`src/rtl/data_mem_controller.sv`:
```
// Shared load/store front end: round-robin arbitration of per-thread LDR/STR
// requests onto a single valid/ready data memory port, one transaction at a time.
module data_mem_controller #(
  parameter int NUM_THREADS     = 4,
  parameter int THREAD_ID_WIDTH = 2,
  parameter int ADDR_WIDTH      = 8,
  parameter int DATA_WIDTH      = 16
) (
  input  logic                              clk,
  input  logic                              reset,
  input  logic [NUM_THREADS-1:0]            req_valid,
  input  logic [NUM_THREADS-1:0]            req_write,
  input  logic [NUM_THREADS*ADDR_WIDTH-1:0] req_addr,
  input  logic [NUM_THREADS*DATA_WIDTH-1:0] req_wdata,
  output logic [NUM_THREADS-1:0]            req_ready,
  output logic [NUM_THREADS-1:0]            resp_valid,
  output logic [DATA_WIDTH-1:0]             resp_rdata,
  output logic                              mem_read_valid,
  output logic                              mem_write_valid,
  output logic [ADDR_WIDTH-1:0]             mem_addr,
  output logic [DATA_WIDTH-1:0]             mem_wdata,
  input  logic                              mem_ready,
  input  logic                              mem_resp_valid,
  input  logic [DATA_WIDTH-1:0]             mem_rdata,
  output logic                              busy
);

  typedef enum logic [1:0] {IDLE, ISSUE, WAIT_RD, RESPOND} state_t;

  localparam logic [NUM_THREADS-1:0] ONE_HOT_BASE = {{(NUM_THREADS-1){1'b0}}, 1'b1};

  state_t                     state, state_next;
  logic [THREAD_ID_WIDTH-1:0] rr_ptr;
  logic [THREAD_ID_WIDTH-1:0] cur_tid;
  logic                       cur_write;
  logic [ADDR_WIDTH-1:0]      cur_addr;
  logic [DATA_WIDTH-1:0]      cur_wdata;
  logic [THREAD_ID_WIDTH-1:0] grant_id;
  logic [THREAD_ID_WIDTH-1:0] scan_id;
  logic                       grant_found;

  // Search upward from rr_ptr; the index wraps naturally since NUM_THREADS is a power of two.
  always_comb begin
    grant_found = 1'b0;
    grant_id    = rr_ptr;
    scan_id     = rr_ptr;
    for (int i = 0; i < NUM_THREADS; i++) begin
      scan_id = rr_ptr + THREAD_ID_WIDTH'(i);
      if (!grant_found && req_valid[scan_id]) begin
        grant_found = 1'b1;
        grant_id    = scan_id;
      end
    end
  end

  always_comb begin
    state_next      = state;
    req_ready       = '0;
    resp_valid      = '0;
    mem_read_valid  = 1'b0;
    mem_write_valid = 1'b0;
    case (state)
      IDLE: begin
        if (grant_found) begin
          req_ready  = ONE_HOT_BASE << grant_id;
          state_next = ISSUE;
        end
      end
      ISSUE: begin
        mem_read_valid  = !cur_write;
        mem_write_valid = cur_write;
        if (mem_ready) state_next = cur_write ? RESPOND : WAIT_RD;
      end
      WAIT_RD: begin
        if (mem_resp_valid) state_next = RESPOND;
      end
      RESPOND: begin
        resp_valid = ONE_HOT_BASE << cur_tid;
        state_next = IDLE;
      end
      default: state_next = IDLE;
    endcase
  end

  assign mem_addr  = cur_addr;
  assign mem_wdata = cur_wdata;
  assign busy      = (state != IDLE);

  // Request fields are captured on the grant so requesters are free once req_ready pulses.
  always_ff @(posedge clk or posedge reset) begin
    if (reset) begin
      state      <= IDLE;
      rr_ptr     <= '0;
      cur_tid    <= '0;
      cur_write  <= 1'b0;
      cur_addr   <= '0;
      cur_wdata  <= '0;
      resp_rdata <= '0;
    end else begin
      state <= state_next;
      if (state == IDLE && grant_found) begin
        cur_tid   <= grant_id;
        cur_write <= req_write[grant_id];
        cur_addr  <= req_addr[grant_id*ADDR_WIDTH +: ADDR_WIDTH];
        cur_wdata <= req_wdata[grant_id*DATA_WIDTH +: DATA_WIDTH];
        rr_ptr    <= grant_id + THREAD_ID_WIDTH'(1);
      end
      if (state == WAIT_RD && mem_resp_valid) resp_rdata <= mem_rdata;
    end
  end

endmodule

```
`config.mk`:
```
export PLATFORM = sky130hd
export DESIGN_NAME = data_mem_controller
export DESIGN_NICKNAME = d
export VERILOG_FILES = /design/src/rtl/data_mem_controller.sv
export SDC_FILE = /design/constraint.sdc
export NUM_CORES = 1
export LEC_CHECK = 0
export ABC_AREA = 1
export CAP_MARGIN = 10
export CORE_ASPECT_RATIO = 1.2
export CORE_UTILIZATION = 40
export DETAILED_ROUTE_END_ITERATION = 10
export GPL_ROUTABILITY_DRIVEN = 1
export GPL_TIMING_DRIVEN = 0
export PLACE_DENSITY = 0.78
export SYNTH_ARGS = -nofsm -noshare
export SYNTH_HDL_FRONTEND = slang
export SYNTH_SLANG_ARGS = --single-unit
```
`constraint.sdc`:
```
create_clock -name clk -period 3.5 [get_ports clk]
set_clock_uncertainty 0.1 [all_clocks]
set_input_delay 1.05 -clock clk [delete_from_list [all_inputs] [get_ports clk]]
set_output_delay 1.05 -clock clk [all_outputs]
set_load 0.05 [all_outputs]
```
==> impl_metrics.toml <==
[final_layout]
antennaDiodeCount = 0
area_growth_syn_to_layout_pct = 72.6
drive_gt1_share_pct = 19.8
fin_nets = 858

[yosys]
synth_top_family_by_area = "simple AND/OR/NAND/NOR gates"
ys_seq_area_share_pct = 34.3
synth_compound_area_share_pct = 1.42
yosys.area_share.simple_pct = 49.3
synth.distinct_cells = 23
syn-cell-area_um2 = 3420
synth_edf_count = 0
syn_inst = 530
synthAdderAreaFrac_pct = 1.46
synth_warnings = 0
async_flop_share_pct = 100
synth_top_flop_cell = "dfrtp_1"
syn_avg_cell_area_um2 = 6.46
syn_nets = 658
synthXorXnorAreaFrac_pct = 0
yosys-mux-area-fraction_pct = 5.26
ys_ff_latch = 47

[grt]
grt_pass1_wl_um = 19200
overflow = 0
grt_max_degree = 40
grt_usage_pct = 27.7
grt_pass1_vias = 4162
antenna_found_initial = 0

[floorplanning]
start_util_pct = 41.8
coreArea_um2 = 8200
die_h_um = 103
pin_count = 175
die_area_um2 = 8940
die_w_um = 86.5
rows = 36

[route]
drc = 0
viasPerCell = 5.25
wl_per_cell_um = 15.5
dr.pass1.iters = 6
vias = 4433
drt_wl_total_um = 13100
drtAntennaViolNets = 0
drtIter0Drc = 253

[hold_path]
min_path_type = "register to register"
hold_depth = 2

[clocking]
hold_buffers = 0
clk_latency_ns = 0.30
clockRootBuffer = "clkbuf_8"
clockBufferDepth = 2
cts_buffers = 5
clk_pin_slew_ns = 0.09
cts_tree = "done"
htreeDepth = 2
clkSinkCount = 47

[sta]
finalHoldViolations = 0
final.period_utilization_pct = 101
slew_viol_final = 0
fin_crit_ns = 3.53
fmax_mhz = 283
rsz0062_at_grt = "true"
fin_ws_ns = -0.0276
finalSetupViolCount = 4
tightest_slew_ns = 0.586
hold_slack_ns = 0.382
slew_headroom_pct = 60.8

[critical_path]
worstPathMaxFanout = 6
cp.arrival_ns = 2.38
r2r.worst_path.cells = 19
setup.worst_path.end_class = "output pin"
rrSetupSlack_ns = 0.90
critPathRequiredTime_ns = 2.35
path_class = "input port to output pin"
start_kind = "input port"

[pwr]
p_sw_share_pct = 56.4
power_frac_comb_pct = 80.3
pwr-share-clk_pct = 5.8
seqPwrFrac_pct = 13.9
peakVddDrop_uv = 590
p_switching_mw = 3.98
power.internal_mw = 3.08
total_power_mw = 7.07
cellLeakagePower_nw = 2.94
cellPowerDensity_nw_per_um2 = 1200

[placement]
gp_congestion = 0.906
place_hpwl_um = 9620
dp_slack_ns = -1.49
portBuffers = 174

[flow_run]
cap_violations = 0

[run_status]
violations = "negative setup slack"
status = "finished, violations left"
-- through the flow --
step	setup TNS, ns	std cells	instance area, um^2	utilization (%)
2_1_floorplan	-0.0427	530	3460	-
3_3_place_gp	-5.36	818	5350	65.2
3_5_place_dp	-5.51	819	5370	65.5
4_1_cts	-0.158	836	5650	68.9
5_1_grt	-0.357	845	5910	72.1
6_report	-0.0781	845	5910	72.1
-- path summary, 6_finish.rpt --
kind | start | endpoint
max | req_valid[1] | req_ready[2]
min | mem_wdata[10] | mem_wdata[10]
max reg2reg | rr_ptr[1] | cur_write
min reg2reg | mem_wdata[10] | mem_wdata[10]
max in group asynchronous | reset | mem_addr[1]
min in group asynchronous | reset | state[1]
-- kinds of logic after synthesis --
kind of cell | Yosys count
buf+inv | 55
flops | 47
mux | 16
compound gates | 9
fa+ha+maj | 4
simple gates | 399
-- cell usage after synthesis, types with 3 or more instances --
cell,count,area share [%]
dfrtp_1,47,34
o21ai_0,3,0.44
inv_1,16,1.8
nand2_1,261,29
mux2_2,16,5.3
nand2_2,5,0.91
buf_4,3,0.66
nor3_1,6,0.88
ha_1,4,1.5
buf_2,26,3.8
buf_6,4,1.3
nor2_1,9,0.99
a21oi_1,3,0.44
nand3_1,114,17
-- power by group through the flow --
stage | clock (mW) | combinational [mW] | sequential [mW]
floorplan | 0 | 2.73 | 1.74
global placement | 0 | 4.84 | 0.970
detailed placement | 0 | 4.92 | 0.980
CTS | 0.423 | 5.20 | 0.972
global route | 0.447 | 6.16 | 1.01
finish | 0.412 | 5.67 | 0.981
-- area by class of cell --
class	count	area, um^2
fill	671	2290
tap	114	143
clock buffer	5	68.8
buffer	33	206
clock inverter	3	46.3
multi-input combinational	428	2240
timing repair buffer	195	1950
inverter	20	85.1
sequential	47	1180
-- critical path, stage by stage --
cell	delay (ns)
buf_6	0.10
inv_2	0.05
nand2_1	0.06
nand2_1	0.07
nand2_1	0.07
nand2_2	0.12
nand4_4	0.14
buf_6	0.17
nand2_8	0.06
nand2_8	0.07
nor3_4	0.21
buf_6	0.18
-- cell usage in the layout (no fill, tap or decap), drive strengths merged, types with 6 or more instances in the layout --
cell           instances
buf                   60
clkbuf                 7
nor3                   6
nand2                266
nor2                   9
inv                   21
mux2                  16
nand3                115
clkdlybuf4s50        166
dfrtp                 47
-- routing by layer --
layer | GRT usage (%) | vias to the layer above | share of wire (%)
met4 | 16.0 | 0 | 5.5
met1 | 32.2 | 2060 | 37
met5 | 0 | - | 0
li1 | - | 2113 | -
met2 | 49.9 | 199 | 53
met3 | 2.94 | 61 | 4.9
-- repair_timing --
action                                  in CTS  in global routing
resized for setup                           78                 55
hold endpoints to repair                     0                  0
buffers inserted                            10                 10
pin swaps                                   18                 21
endpoints found under the setup margin       4                  4
-- registers in the layout, summed over array words and instances, names as in the netlist --
signal	count
cur_write	1
state	2
mem_wdata	16
rr_ptr	2
cur_tid	2
mem_addr	8
resp_rdata	16
Power figures use the tool's default switching activity.
